[config.mk]
export PLATFORM = sky130hd
export DESIGN_NAME = point_scanner
export DESIGN_NICKNAME = d
export VERILOG_FILES = /design/src/rtl/point_scanner.sv
export SDC_FILE = /design/constraint.sdc
export NUM_CORES = 1
export LEC_CHECK = 0
export ABC_AREA = 1
export BUFFER_PORTS_ARGS = -buffer_cell sky130_fd_sc_hd__buf_2
export CORE_MARGIN = 2
export CORE_UTILIZATION = 49
export DETAILED_ROUTE_END_ITERATION = 12
export GPL_TIMING_DRIVEN = 0
export PLACE_DENSITY = 0.76
export SLEW_MARGIN = 20
export SYNTH_ARGS = -nofsm -noshare
export SYNTH_HDL_FRONTEND = slang
export SYNTH_SLANG_ARGS = --single-unit
[constraint.sdc]
create_clock -name clk -period 1.7 [get_ports clk]
set_input_delay 0.085 -clock clk [delete_from_list [all_inputs] [get_ports clk]]
set_output_delay 0.085 -clock clk [all_outputs]
set_load 0.01 [all_outputs]
[src/rtl/point_scanner.sv]
// point_scanner: reads one frame out of the point RAM and hands each point to the DAC driver.
// It covers the RAM's one-cycle read latency, holds each point for a programmable dwell, and
// repeats the frame a programmable number of times. When the frame set is finished it pulses
// done_drawing so the buffer can return to its receive state.
//
// DAC handshake: dac_valid rises with new dac_x/dac_y/dac_z. All three hold steady until a
// cycle where dac_valid and dac_ready are both high. That rising edge is the transfer.
// dac_valid drops on that same edge. An abort (drawing low) overrides the handshake.
module point_scanner #(
    parameter int IDX_W   = 11,
    parameter int DWELL_W = 16,
    parameter int REP_W   = 4
) (
    input  logic               clk,
    input  logic               reset_n,
    input  logic               drawing,
    input  logic [IDX_W-1:0]   num_pts,
    input  logic [24:0]        point,
    input  logic [DWELL_W-1:0] dwell,
    input  logic [REP_W-1:0]   repeats,
    input  logic               dac_ready,
    output logic [IDX_W-1:0]   index,
    output logic               done_drawing,
    output logic [11:0]        dac_x,
    output logic [11:0]        dac_y,
    output logic               dac_z,
    output logic               dac_valid,
    output logic               busy,
    output logic [2:0]         state_o
);

    // Encoding is visible on state_o for debug/checkers.
    typedef enum logic [2:0] {
        IDLE    = 3'd0,
        FETCH   = 3'd1,
        LOAD    = 3'd2,
        SEND    = 3'd3,
        DWELL   = 3'd4,
        DONE    = 3'd5,
        RELEASE = 3'd6
    } state_t;

    state_t             state_q;
    logic [IDX_W-1:0]   index_q;
    logic [IDX_W-1:0]   n_q;        // points per frame, latched at start
    logic [REP_W-1:0]   r_q;        // frames to draw, never 0
    logic [REP_W-1:0]   f_q;        // current frame number
    logic [DWELL_W-1:0] cnt_q;      // dwell cycles remaining for this point
    logic [11:0]        dac_x_q;
    logic [11:0]        dac_y_q;
    logic               dac_z_q;
    logic               dac_valid_q;
    logic               done_q;
    logic               busy_q;
    logic               abort;

    // The buffer withdrew the frame while a point was in flight.
    assign abort = !drawing &&
                   (state_q == FETCH || state_q == LOAD || state_q == SEND || state_q == DWELL);

    // Sequencer: single registered FSM, all outputs registered alongside the state.
    always_ff @(posedge clk or negedge reset_n) begin
        if (!reset_n) begin
            state_q     <= IDLE;
            index_q     <= '0;
            n_q         <= '0;
            r_q         <= '0;
            f_q         <= '0;
            cnt_q       <= '0;
            dac_x_q     <= '0;
            dac_y_q     <= '0;
            dac_z_q     <= 1'b0;
            dac_valid_q <= 1'b0;
            done_q      <= 1'b0;
            busy_q      <= 1'b0;
        end else begin
            // done_drawing is high only in the cycle spent in DONE.
            done_q <= 1'b0;
            if (abort) begin
                state_q     <= IDLE;
                index_q     <= '0;
                dac_z_q     <= 1'b0;
                dac_valid_q <= 1'b0;
                busy_q      <= 1'b0;
            end else begin
                case (state_q)
                    IDLE: begin
                        index_q     <= '0;
                        dac_z_q     <= 1'b0;
                        dac_valid_q <= 1'b0;
                        if (drawing) begin
                            n_q    <= num_pts;
                            r_q    <= (repeats == '0) ? REP_W'(1) : repeats;
                            f_q    <= '0;
                            busy_q <= 1'b1;
                            if (num_pts == '0) begin
                                state_q <= DONE;
                                done_q  <= 1'b1;
                            end else begin
                                state_q <= FETCH;
                            end
                        end
                    end
                    // Address cycle: index is already stable, RAM data arrives next cycle.
                    FETCH: begin
                        state_q <= LOAD;
                    end
                    LOAD: begin
                        dac_z_q     <= point[24];
                        dac_x_q     <= point[23:12];
                        dac_y_q     <= point[11:0];
                        dac_valid_q <= 1'b1;
                        cnt_q       <= dwell;
                        state_q     <= SEND;
                    end
                    SEND: begin
                        if (dac_ready) begin
                            dac_valid_q <= 1'b0;
                            state_q     <= DWELL;
                        end
                    end
                    DWELL: begin
                        if (cnt_q != '0) begin
                            cnt_q <= cnt_q - 1'b1;
                        end else begin
                            // The beam is blanked between points and after the last one.
                            dac_z_q <= 1'b0;
                            if (index_q != n_q - 1'b1) begin
                                index_q <= index_q + 1'b1;
                                state_q <= FETCH;
                            end else if (f_q != r_q - 1'b1) begin
                                f_q     <= f_q + 1'b1;
                                index_q <= '0;
                                state_q <= FETCH;
                            end else begin
                                index_q <= '0;
                                done_q  <= 1'b1;
                                state_q <= DONE;
                            end
                        end
                    end
                    DONE: begin
                        index_q <= '0;
                        dac_z_q <= 1'b0;
                        state_q <= RELEASE;
                    end
                    // A stale drawing level must not start a second frame set.
                    RELEASE: begin
                        if (!drawing) begin
                            state_q <= IDLE;
                            busy_q  <= 1'b0;
                        end
                    end
                    default: begin
                        state_q <= IDLE;
                        busy_q  <= 1'b0;
                    end
                endcase
            end
        end
    end

    assign index        = index_q;
    assign done_drawing = done_q;
    assign dac_x        = dac_x_q;
    assign dac_y        = dac_y_q;
    assign dac_z        = dac_z_q;
    assign dac_valid    = dac_valid_q;
    assign busy         = busy_q;
    assign state_o      = state_q;

endmodule

==> flow_summary.html <==
<table>
<tr><th>Metric</th><th>Value</th></tr>
<tr><th colspan="2">Status</th></tr>
<tr><td>Run status</td><td>complete, but fails checks</td></tr>
<tr><td>Violated checks</td><td>negative hold slack, negative setup slack</td></tr>
<tr><th colspan="2">CTS</th></tr>
<tr><td>Buffer depth of the longest clock path</td><td>2</td></tr>
<tr><td>Number of clock buffers inserted by TritonCTS</td><td>9</td></tr>
<tr><td>Level count of the clock H-tree</td><td>3</td></tr>
<tr><td>CTS tree</td><td>yes</td></tr>
<tr><td>Worst skew pair latency</td><td>0.38 ns</td></tr>
<tr><td>Post-CTS clock slew at the launch and capture registers of the worst setup and hold paths</td><td>0.11 ns</td></tr>
<tr><td>Clock Sinks</td><td>77</td></tr>
<tr><td>CTS Root Buffer Type</td><td>sky130_fd_sc_hd__clkbuf_8</td></tr>
<tr><th colspan="2">STA</th></tr>
<tr><td>Number of failing hold endpoints at the final stage</td><td>1</td></tr>
<tr><td>Share of the clock period used by the worst path after layout</td><td>1.211</td></tr>
<tr><td>Tmin final</td><td>2.059 ns</td></tr>
<tr><td>Setup repair after global routing missed its margin</td><td>true</td></tr>
<tr><td>Worst-Margin Slew</td><td>between 0.5 and 0.6 ns</td></tr>
<tr><td>Final Max Slew Viols</td><td>0</td></tr>
<tr><td>Worst-case clock skew</td><td>0.01983 ns</td></tr>
<tr><td>Fmax</td><td>485.8 MHz</td></tr>
<tr><td>Final Worst Setup Slack</td><td>-0.3585 ns</td></tr>
<tr><td>Worst slack on hold paths</td><td>-0.003455 ns</td></tr>
<tr><td>Slew margin rel.</td><td>0.6350</td></tr>
<tr><td>Count of endpoints failing setup in the final report</td><td>36</td></tr>
<tr><th colspan="2">Logic synthesis</th></tr>
<tr><td>Gate Count Post-Synth</td><td>541</td></tr>
<tr><td>Number of warnings issued by yosys</td><td>0</td></tr>
<tr><td>Sequential-to-total area share from yosys stat</td><td>0.4333</td></tr>
<tr><td>Share of the synthesized area in the top cell type</td><td>0.4333</td></tr>
<tr><td>Commonest cells in the synthesized netlist</td><td>113 x sky130_fd_sc_hd__nand2_1, 77 x sky130_fd_sc_hd__dfrtp_1, 65 x sky130_fd_sc_hd__inv_1</td></tr>
<tr><td>Post-Synthesis Cell Area</td><td>4447 um2</td></tr>
<tr><td>Share of synthesized flip-flops with an asynchronous set or reset</td><td>1.000</td></tr>
<tr><td>Average footprint of a synthesized cell</td><td>8.220 um2</td></tr>
<tr><td>Primary flip-flop cell chosen by synthesis mapping</td><td>sky130_fd_sc_hd__dfrtp_1</td></tr>
<tr><td>Flip-flop and latch count after synthesis</td><td>77</td></tr>
<tr><td>Cell with the most instances after synthesis</td><td>sky130_fd_sc_hd__nand2_1</td></tr>
<tr><td>EDFF count, synth</td><td>0</td></tr>
<tr><td>Cell taking the most area after synthesis</td><td>sky130_fd_sc_hd__dfrtp_1</td></tr>
<tr><td>Area contributors post-synth</td><td>sky130_fd_sc_hd__dfrtp_1 43%, sky130_fd_sc_hd__nand2_1 9.5%, sky130_fd_sc_hd__mux2_2 6.8%, sky130_fd_sc_hd__inv_1 5.5%, sky130_fd_sc_hd__o21ai_0 4.6%</td></tr>
<tr><td>Distinct cell type count after synthesis</td><td>42</td></tr>
<tr><td>Net count after synthesis</td><td>around 610</td></tr>
<tr><th colspan="2">Layout</th></tr>
<tr><td>Area Overhead vs Synth</td><td>49.77%</td></tr>
<tr><td>Final core utilization</td><td>0.7600</td></tr>
<tr><td>Number of inserted diodes</td><td>0</td></tr>
<tr><td>Non-filler cells in the finished layout</td><td>between 800 and 900</td></tr>
<tr><td>Cell area after layout</td><td>roughly 6700 um2</td></tr>
<tr><td>Fin nets</td><td>805</td></tr>
<tr><td>Proportion of layout cells with a drive suffix above 1</td><td>0.4510</td></tr>
<tr><th colspan="2">Detailed routing</th></tr>
<tr><td>Via Count</td><td>between 4000 and 5000</td></tr>
<tr><td>DRC violations left</td><td>0</td></tr>
<tr><td>Final wirelength</td><td>14.76 mm</td></tr>
<tr><td>Via density</td><td>5.545</td></tr>
<tr><td>Final routed wire length divided by cell count</td><td>approximately 17 um</td></tr>
<tr><td>Initial drt markers</td><td>approximately 390</td></tr>
<tr><td>Number of iterations in the first detailed-routing pass</td><td>5</td></tr>
<tr><td>Post-detailed-route count of antenna-violating nets</td><td>0</td></tr>
<tr><th colspan="2">Flow run</th></tr>
<tr><td>Max-Cap Viols</td><td>0</td></tr>
<tr><th colspan="2">Power and ir drop</th></tr>
<tr><td>Highest ir drop seen on vdd</td><td>0.001021 V</td></tr>
<tr><td>Leak</td><td>3.182 nW</td></tr>
<tr><td>Power density of the placed cells</td><td>about 1800 nW/um2</td></tr>
<tr><td>Total power of the final layout</td><td>0.01232 W</td></tr>
<tr><th colspan="2">Die</th></tr>
<tr><td>Initial standard-cell utilization of the core</td><td>0.5074</td></tr>
<tr><td>Number of ports placed on the die boundary</td><td>102</td></tr>
<tr><td>X dimension of the die</td><td>99.26 um</td></tr>
<tr><td>Height of the die</td><td>99.26 um</td></tr>
<tr><td>Row count</td><td>34</td></tr>
<tr><td>Standard cell core area</td><td>8763 um2</td></tr>
<tr><td>Area enclosed by the die boundary</td><td>9853 um2</td></tr>
<tr><th colspan="2">Place</th></tr>
<tr><td>Count of placed standard cells including taps</td><td>751</td></tr>
<tr><td>Global placer's final weighted congestion</td><td>0.8964</td></tr>
<tr><td>Final HPWL DP</td><td>8.040 mm</td></tr>
<tr><td>Placed Area</td><td>approximately 5100 um2</td></tr>
<tr><td>Buffers on Ports</td><td>101</td></tr>
<tr><th colspan="2">Worst setup path</th></tr>
<tr><td>Endpoint class of the critical path</td><td>flip-flop</td></tr>
<tr><td>Required time reported for the critical path endpoint</td><td>2.03 ns</td></tr>
<tr><td>Signal arrival time at the worst endpoint</td><td>2.38 ns</td></tr>
<tr><td>Startpoint types</td><td>flip-flop</td></tr>
<tr><td>Origin of the critical flop-to-flop path</td><td>cnt_q[0]$_DFFE_PN0P_</td></tr>
<tr><td>Crit path kind</td><td>reg2reg</td></tr>
<tr><td>Crit Path Max Fanout</td><td>4</td></tr>
<tr><td>Launch point of the critical path</td><td>cnt_q[0]$_DFFE_PN0P_</td></tr>
<tr><th colspan="2">Worst hold path</th></tr>
<tr><td>Critical hold path startpoint</td><td>repeats[0]</td></tr>
<tr><td>Path class of the lowest-slack min-delay path</td><td>in2reg</td></tr>
<tr><th colspan="2">Global routing</th></tr>
<tr><td>Total global routing overflow</td><td>0</td></tr>
<tr><td>Global-route total usage across every layer</td><td>0.2777</td></tr>
<tr><td>Number of antenna violations at the first check in global routing</td><td>0</td></tr>
<tr><td>Largest net degree at the start of global routing</td><td>49</td></tr>
<tr><td>Global-route wire length before repair</td><td>between 20 and 25 mm</td></tr>
<tr><td>Number of global-route vias before repair</td><td>4691</td></tr>
</table>
[routing by layer]
metal	share of wire	wire length (um)	vias to the layer above	GRT usage
li1	-	-	2175	-
met1	0.39	5725	2220	0.3447
met2	0.50	7419	269	0.4787
met3	0.074	1086	66	0.04779
met4	0.036	529	0	0.1170
met5	0	0	-	0
[per-stage QoR]
| stage | setup slack (ns) | TNS (ns) |
|---|---|---|
| 2_1_floorplan | -0.03188 | -0.2352 |
| 3_3_place_gp | -0.3232 | -7.337 |
| 3_5_place_dp | -0.4098 | -9.612 |
| 4_1_cts | -0.2480 | -4.128 |
| 5_1_grt | -0.4623 | -11.96 |
| 6_report | -0.3585 | -8.052 |
[kinds of logic after synthesis]
group | after synthesis | synth area share
mux | 27 | 0.06837
compound gates | 77 | 0.09679
buf+inv | 86 | 0.07738
xor+xnor | 21 | 0.04136
simple gates | 248 | 0.2687
flops | 77 | 0.4333
fa+ha+maj | 5 | 0.01407
[cell usage in the layout (no fill, tap or decap), drive strengths merged, types with 3 or more instances in the layout]
cell type    count
a21oi           10
buf            158
clkbuf          12
clkinv           3
dfrtp           77
dlygate4sd3     37
ha               5
inv             79
mux2            27
nand2          119
nand3           38
nand4           11
nor2            60
nor3            12
o211ai           4
o21ai           51
xnor2            6
xor2            15
[state kept, by name, indices dropped and copies added, names as in the netlist, 3 cells and up]
name / cells
dac_y: 12
f_q: 4
dac_x: 12
cnt_q: 16
state_o: 3
n_q: 11
index: 11
r_q: 4
[what timing repair did]
item / CTS / global route
cloned: 3 / 0
pin swaps: 30 / 44
buffers inserted: 34 / 14
endpoints found under the setup margin: 55 / 68
resized for setup: 80 / 88
hold endpoints to repair: 65 / 0
hold buffers: 37 / 0
[path summary, 6_finish.rpt]
kind	depth (start not counted)	slack [ns]	to
max	12	-0.36	index[9]$_DFFE_PN0P_
min	3	-0.003	r_q[0]$_DFFE_PN0P_
max reg2reg	12	-0.36	index[9]$_DFFE_PN0P_
min reg2reg	2	0.50	dac_z$_DFFE_PN0P_
max in group asynchronous	3	0.91	state_o[2]$_DFFE_PN0P_
min in group asynchronous	2	0.19	cnt_q[13]$_DFFE_PN0P_
[layout make-up]
cell class / instances / area [um2]
Fill cell: 590 / 2103
Clock inverter: 7 / 72.57
Tap cell: 108 / 135.1
Inverter: 75 / 311.5
Sequential cell: 77 / 1934
Timing Repair Buffer: 188 / 1321
Multi-Input combinational cell: 378 / 2684
Buffer: 10 / 68.82
Timing Repair inverter: 1 / 8.758
Clock buffer: 9 / 123.9
[critical path, stage by stage, from the launching register on]
cell	delay, ns
sky130_fd_sc_hd__dfrtp_1	0.42
sky130_fd_sc_hd__inv_2	0.10
sky130_fd_sc_hd__ha_4	0.15
sky130_fd_sc_hd__nand3_4	0.08
sky130_fd_sc_hd__nor2_4	0.14
sky130_fd_sc_hd__nand2_4	0.09
sky130_fd_sc_hd__nor2_4	0.16
sky130_fd_sc_hd__nand2_2	0.09
sky130_fd_sc_hd__nand3_4	0.14
sky130_fd_sc_hd__nand4_1	0.21
sky130_fd_sc_hd__o21ai_1	0.23
sky130_fd_sc_hd__o21ai_2	0.10
sky130_fd_sc_hd__nor2_4	0.08
[power by group]
part	internal (W)	switching [W]
sequential	0.00261	0.000795
combinational	0.00313	0.00435
clock	0.000579	0.000863
Note: power is estimated with default switching activity, not from simulation.
